**config.mk**
```make
export PLATFORM = sky130hd
export DESIGN_NAME = line_window_buffer
export DESIGN_NICKNAME = d
export VERILOG_FILES = /design/src/rtl/line_window_buffer.sv
export SDC_FILE = /design/constraint.sdc
export NUM_CORES = 2
export LEC_CHECK = 0
export CAP_MARGIN = 20
export CORE_UTILIZATION = 40
export DETAILED_ROUTE_END_ITERATION = 10
export HOLD_SLACK_MARGIN = 0.12
export PLACE_DENSITY = 0.69
export SLEW_MARGIN = 20
export SYNTH_ARGS = -nofsm -noshare
export SYNTH_HDL_FRONTEND = slang
export SYNTH_SLANG_ARGS = --single-unit
```
**constraint.sdc**
```tcl
create_clock -name i_clk -period 4.08 [get_ports i_clk]
set_input_delay 0.816 -clock i_clk [delete_from_list [all_inputs] [get_ports i_clk]]
set_output_delay 0.816 -clock i_clk [all_outputs]
set_load 0.005 [all_outputs]
```
**src/rtl/line_window_buffer.sv**
```systemverilog
// line_window_buffer: stores KERNEL_H-1 image lines and presents one
// KERNEL_H-tall pixel column per accepted raster pixel to the column core.
// Ports: i_clk, i_rst (sync, active high); i_valid/o_ready/i_pixel upstream;
// i_ready downstream; o_vector column ([0] oldest line, top = i_pixel);
// o_pipe_en core advance; o_out_valid core result valid;
// o_frame_done one-cycle pulse after the last flush advance.
module line_window_buffer #(
  parameter int DATA_W   = 8,
  parameter int KERNEL_H = 7,
  parameter int IMG_W    = 64,
  parameter int IMG_H    = 64,
  parameter int CORE_LAT = 3
) (
  input  logic                             i_clk,
  input  logic                             i_rst,
  input  logic                             i_valid,
  output logic                             o_ready,
  input  logic [DATA_W-1:0]                i_pixel,
  input  logic                             i_ready,
  output logic [KERNEL_H-1:0][DATA_W-1:0]  o_vector,
  output logic                             o_pipe_en,
  output logic                             o_out_valid,
  output logic                             o_frame_done
);

  localparam int CW = $clog2(IMG_W);
  localparam int RW = $clog2(IMG_H);
  localparam int FW = $clog2(CORE_LAT) + 1;

  localparam logic [CW-1:0] COL_LAST = CW'(IMG_W - 1);
  localparam logic [RW-1:0] ROW_LAST = RW'(IMG_H - 1);
  localparam logic [RW-1:0] ROW_FILL = RW'(KERNEL_H - 2);
  localparam logic [RW-1:0] ROW_WIN  = RW'(KERNEL_H - 1);
  localparam logic [FW-1:0] FL_LAST  = FW'(CORE_LAT - 1);

  typedef enum logic [1:0] {
    FILL,
    STREAM,
    FLUSH
  } state_t;

  state_t state;
  state_t state_nx;

  logic [CW-1:0]       col;
  logic [RW-1:0]       row;
  logic [FW-1:0]       flush_cnt;
  logic [CORE_LAT-1:0] vld;

  logic [DATA_W-1:0] mem [KERNEL_H-1][IMG_W];

  logic accept;
  logic in_flush;
  logic col_end;
  logic row_end;
  logic flush_end;
  logic window_valid;

  // state register
  always_ff @(posedge i_clk) begin
    if (i_rst) state <= FILL;
    else       state <= state_nx;
  end

  // next-state logic
  always_comb begin
    state_nx = state;
    unique case (state)
      FILL: begin
        if (accept && col_end && row == ROW_FILL)
          state_nx = STREAM;
      end
      STREAM: begin
        if (accept && col_end && row_end)
          state_nx = FLUSH;
      end
      FLUSH: begin
        if (flush_end)
          state_nx = FILL;
      end
      default: state_nx = FILL;
    endcase
  end

  // FSM outputs: flush advances the core on i_ready alone
  always_comb begin
    in_flush  = 1'b0;
    o_ready   = i_ready;
    o_pipe_en = i_valid && i_ready;
    unique case (state)
      FLUSH: begin
        in_flush  = 1'b1;
        o_ready   = 1'b0;
        o_pipe_en = i_ready;
      end
      default: ;
    endcase
  end

  assign accept       = i_valid && o_ready;
  assign col_end      = (col == COL_LAST);
  assign row_end      = (row == ROW_LAST);
  assign flush_end    = in_flush && o_pipe_en
                     && (flush_cnt == FL_LAST);
  assign window_valid = accept && (row >= ROW_WIN);

  always_ff @(posedge i_clk) begin
    if (i_rst) begin
      col <= '0;
      row <= '0;
    end else if (accept) begin
      if (col_end) begin
        col <= '0;
        row <= row_end ? '0 : row + 1'b1;
      end else begin
        col <= col + 1'b1;
      end
    end
  end

  // tags travel alongside the core's pipeline
  always_ff @(posedge i_clk) begin
    if (i_rst)          vld <= '0;
    else if (o_pipe_en) vld <= {vld[CORE_LAT-2:0], window_valid};
  end

  always_ff @(posedge i_clk) begin
    if (i_rst)          flush_cnt <= '0;
    else if (!in_flush) flush_cnt <= '0;
    else if (o_pipe_en) flush_cnt <= flush_cnt + 1'b1;
  end

  always_ff @(posedge i_clk) begin
    if (i_rst) o_frame_done <= 1'b0;
    else       o_frame_done <= flush_end;
  end

  // column shift: each line moves one slot older, newest pixel on top;
  // the same-cycle read below sees the pre-write contents
  always_ff @(posedge i_clk) begin
    if (accept) begin
      for (int k = 0; k < KERNEL_H - 2; k++)
        mem[k][col] <= mem[k+1][col];
      mem[KERNEL_H-2][col] <= i_pixel;
    end
  end

  always_comb begin
    o_vector = '0;
    for (int k = 0; k < KERNEL_H - 1; k++)
      o_vector[k] = mem[k][col];
    o_vector[KERNEL_H-1] = i_pixel;
  end

  assign o_out_valid = vld[CORE_LAT-1];

endmodule

```
Yosys cells after proc, flatten, opt, wreduce, memory -nomap -nowiden
Memory sizes are Yosys's and may differ from the RTL's.
Cells that the tools add are included.

cells by class
  add/subtract/negate cells = 3
  order comparisons = 3
  equality and inequality tests = 9
  muxes and demuxes = 31
  bitwise logic cells = 2
  reduce and logical (&&, ||, !) cells = 13

operators with widths
  kind                                                                          number
  512-bit two-way mux                                                           1
  8-bit binary-select mux with 6-bit select                                     6
  8-bit two-way mux                                                             13
  8-bit demux with 6-bit select                                                 1
  6-bit by 1-bit adder with 6-bit output, second input constant                 2
  6-bit == test, second input constant                                          2
  6-bit two-way mux                                                             2
  1-bit logical AND                                                             9
  7-bit >= comparator, second input constant                                    1
  7-bit by 1-bit less-than comparator with 1-bit output, second input constant  1
  6-bit NOT with 7-bit output                                                   1
  6-bit by 3-bit == test with 1-bit output, second input constant               1
  6-bit by 3-bit >= comparator with 1-bit output, second input constant         1
  2-bit two-way mux                                                             3
  2-bit inequality test, second input constant                                  3
  2-bit one-hot mux with 3 select lines                                         1
  1-bit two-way mux                                                             4
  3-bit by 1-bit adder with 3-bit output, second input constant                 1
  3-bit by 2-bit == test with 1-bit output, second input constant               1
  3-bit AND reduction                                                           1
  2-bit by 1-bit == test with 1-bit output, second input constant               1
  2-bit == test, second input constant                                          1
  2-bit zero test                                                               1
  2-bit AND reduction                                                           1
  2 further kinds                                                               2

word-level totals
  flip-flop bits (word level) = 21
  memory bits (writable) = 3072
  bits of input ports = 12
  output and inout port bits = 60
  logic and storage cells = 68
  memories = 1

memories
  memory  depth  bits a word  rd ports  clocked after Yosys merged registers in  write ports  RTL line  RTL
  mem     6      512          6         0                                        6            50        logic [DATA_W-1:0] mem [KERNEL_H-1][IMG_W];

Depth between registers and ports, before layout
  depth in word-level cells = 7
  mapped depth = 12
  depth with buffers taken out = 6

Worst setup path before layout
Ideal clock, no wire load.

  path kind = input port to flip-flop
  start point = in i_ready
  end point = mem mem[0][144] (netlist bit) (enable)
  library setup time = 0.454 ns
  arrival = 3.737 ns
  required time = 3.626 ns
  setup slack = -0.111 ns
  cell stages on the path = 5
  path buffers = 2
  cells stage by stage = and3b_1 > clkbuf_1 > buf_1 > nand2_1 > nor2_1

RTL lines
  item         RTL line  RTL
  from (decl)  19        input logic i_ready,
  to (decl)    50

==> reports/qor.csv <==
stage,metric,value,unit
status,status,"finished, violations left",
status,failing checks,setup timing,
power,Pleak,45.9,nW
logic_synthesis,yosys warns,0,
job,Max-cap violations,0,
finish,fin nets,7398,
sta,fin crit share,1.23,
critical_path,"Largest delay share family, worst path",buffers and inverters,
finish,area growth from synthesis to layout,23.0,%
critical_path,CP Cell Sequence,buf_6 -> buf_12 -> nor2_4 -> buf_8 -> buf_16 -> nand2_1 -> o211ai_1 -> a222oi_1 -> nand4_1 -> buf_6 -> buf_6,
die,num rows,198,
logic_synthesis,Post-synth EDFFs,3072,
clock_tree,total clock sinks,3093,
critical_path,CP Class,flop to output pin,
place,DP Area,130000,um^2
drt,Vias,76400,
critical_path,CP Launch Type,flop,
global_routing,largest net degree at the start of global routing,80,
clock_tree,Clock Latency Late Sink,0.92,ns
die,die area,297000,um^2
sta,Slew @ Worst Pin,1.30,ns
power,Peak VDD IR,0.426,mV
clock_tree,Clock Pin Slew Worst Setup and Hold Paths,0.07,ns
critical_path,RR Endpoint,mem[1][430]$_DFFE_PP_,
critical_path,Worst Setup End Kind,output pin,
sta,final worst setup slack,-0.950,ns
place,DP Worst Slack,-0.743,ns
power,"Power, Total",68.2,mW
clock_tree,H-tree depth,5,
place,Routability Congestion,0.907,
clock_tree,CTS Buffer Depth,4,
sta,Max Freq,199,MHz
logic_synthesis,sequential share of the synthesized area,0.786,
global_routing,global-route wire length before repair,577,mm
drt,drt total wl,427,mm
logic_synthesis,post-synthesis async set-or-reset flop share,0,
die,core area,292000,um^2
critical_path,Critical Path RT,3.26,ns
drt,"antenna viol nets, final",0,
drt,drt first pass iters,8,
die,Die X,545,um
die,num ports,72,
critical_path,CP bufs+invs,6,
place,number of port buffers,71,
drt,initial DRC count,13100,
drt,vias per cell,6.62,
min_path,worst hold start,i_pixel[3],
clock_tree,Root Driver,clkbuf_16,
min_path,Worst Hold Path Cells,1,
finish,layout cells sized above 1,0.285,
place,Post-DP HPWL,233,mm
critical_path,R2R cell count,11,
critical_path,worst-path fanout max,13,
logic_synthesis,Syn Area/Cell,18.0,um^2
clock_tree,Hold Buf Count CTS,0,
die,Starting Density,0.404,
critical_path,critical path arrival,4.21,ns
clock_tree,clock buffer count from CTS,304,
sta,max-slew violations,0,
logic_synthesis,"Cell Area, Synth",118000,um^2
global_routing,antenna violations before repair,19,
power,power per cell area,470,nW/um^2
global_routing,Congestion Overflow GR,0,
critical_path,worst reg2reg setup slack,0.23,ns
logic_synthesis,synthesized flop and latch total,3093,
min_path,Hold Crit Class,primary input to flop,
place,total placed cells including tap cells,10800,
critical_path,crit-path most repeated cell,buf_6,
die,Die H,545,um
finish,fillers,22800,
sta,min Tclk post-route,5.03,ns
logic_synthesis,Syn Nets,6577,
finish,post-route cell area,145000,um^2
finish,fin cells,11500,
sta,final hold vios,0,
clock_tree,CTS tree,built,
critical_path,largest stage delay on the critical path,0.69,ns
critical_path,reg-to-reg startpoint,col[1]$_SDFFE_PP0N_,
sta,worst rel slew slack,0.135,
logic_synthesis,synthesized instance count,6559,
drt,Avg WL per Cell,37.0,um
sta,Clock Skew,0.0798,ns
critical_path,Crit-path slowest cell,nand4_1,
sta,RSZ-0062 raised after global routing,true,
global_routing,vias in the first global route,72400,
min_path,Hold Crit Endpoint,mem[5][59]$_DFFE_PP_,
drt,DRC violations left,0,
sta,# setup viols final,48,
logic_synthesis,count of cell types in the netlist,66,
sta,WHS,0.329,ns
global_routing,total track usage,0.280,
logic_synthesis,Most used DFF post-synth,edfxtp_1,
## worst max-delay path by stage
stage	start	endpoint	cells after the start
after floorplan	i_ready	mem[0][144]$_DFFE_PP_	5
after CTS	col[2]$_SDFFE_PP0N_	o_vector[22]	11
final	col[1]$_SDFFE_PP0N_	o_vector[22]	11
after detailed placement	col[2]$_SDFFE_PP0N_	o_vector[22]	9
after global placement	col[2]$_SDFFE_PP0N_	o_vector[22]	9
after global routing	col[0]$_SDFFE_PP0N_	o_vector[15]	13
## cell families after synthesis
logic type	share of synthesized area
DFF	0.786
AOI/OAI and AO/OA	0.107
adders and majority gates	0.000637
buffers and inverters	0.0199
and+or+nand+nor	0.0236
muxes	0.0622
xor gates and xnor gates	0.000817
## synthesized netlist by cell type (12+ instances only)
cell | count | area [um^2]
a22oi_1 | 363 | 2730
buf_1 | 75 | 282
dfxtp_1 | 21 | 420
buf_4 | 49 | 368
o2bb2ai_1 | 55 | 482
nand2_1 | 200 | 751
nor3_1 | 78 | 390
buf_2 | 163 | 816
nor2_1 | 217 | 815
a31oi_1 | 78 | 488
mux2i_1 | 247 | 2470
mux4_2 | 96 | 2160
o221ai_1 | 33 | 289
nand4_1 | 26 | 163
o211ai_1 | 37 | 278
a211oi_1 | 27 | 203
o22ai_1 | 176 | 1100
mux2_2 | 230 | 2590
a222oi_1 | 21 | 210
a22o_1 | 100 | 876
clkbuf_1 | 204 | 766
nor4_1 | 18 | 113
o21ai_0 | 122 | 611
o21ai_1 | 12 | 60.1
or3_1 | 21 | 131
a221oi_1 | 407 | 3560
a21oi_1 | 277 | 1390
edfxtp_1 | 3072 | 92200
## cells in the final DEF, fill, tap and decap left out, types with 17 or more instances in the layout
master and instances:
edfxtp_1 3072, buf_4 558, clkbuf_16 312, a22oi_1 294
a221oi_1 284, a21oi_1 256, buf_12 241, mux2i_1 240
mux2_2 228, nand2_1 199, o22ai_1 157, nor2_1 143
a221oi_2 112, buf_6 99, mux4_2 96, a22o_1 96
o21ai_0 84, a31oi_1 74, nor2_4 70, a22oi_2 69
nor3_1 67, clkbuf_1 64, clkinv_1 63, clkinv_2 54
o2bb2ai_1 53, o21ai_1 44, o211ai_1 37, o221ai_1 30
buf_16 27, buf_8 27, nand4_1 26, diode_2 23
bufinv_16 22, a222oi_1 21, a21oi_2 20, o22ai_2 19
clkdlybuf4s50_1 19, or3_4 18, dfxtp_1 18, a211oi_1 17
## state kept, by name (all words and copies together) (netlist names)
name	cells
col	6
flush_cnt	3
mem	3072
o_frame_done	1
row	6
state	2
vld	3
## timing repair
| item | 4_1_cts | 5_1_grt |
|---|---|---|
| gates resized for setup | 573 | 243 |
| gates cloned | 27 | 4 |
| buffers inserted | 145 | 69 |
| setup endpoints to repair | 176 | 48 |
| pin swaps | 134 | 121 |
## routing by layer
metal | wire, um | global-route usage | share of wire
met4 | 35400 | 0.185 | 0.083
met2 | 183000 | 0.413 | 0.43
met3 | 67700 | 0.0887 | 0.16
met5 | 17 | 0 | 0.000040
met1 | 141000 | 0.356 | 0.33
## stage by stage
stage	util	TNS (ns)
after floorplan	-	-277.62
after global placement	0.445	-8.97
after detailed placement	0.445	-16.22
after CTS	0.491	-23.03
after global routing	0.496	-25.03
final	0.496	-24.17
## area by class of cell
| type | count | area (um^2) | area share |
|---|---|---|---|
| flip-flops and latches | 3093 | 92700 | 0.639 |
| clock inverters | 169 | 1590 | 0.0109 |
| well taps | 3900 | 4880 | 0.0336 |
| multi-input cells | 2960 | 25600 | 0.176 |
| diodes | 23 | 57.6 | 0.000397 |
| clock buffers | 372 | 7950 | 0.0548 |
| repair inverters | 1 | 8.76 | 0.0000604 |
| repair buffers | 1012 | 12200 | 0.0842 |
| inverters | 8 | 71.3 | 0.000492 |
## report_power, final
group	switching (mW)	total, mW	internal, mW
clock	12.1	27.5	15.4
sequential	0.0206	35.8	35.8
combinational	3.30	4.89	1.59
total	15.5	68.2	52.7
Note: power is estimated with default switching activity, not from simulation.
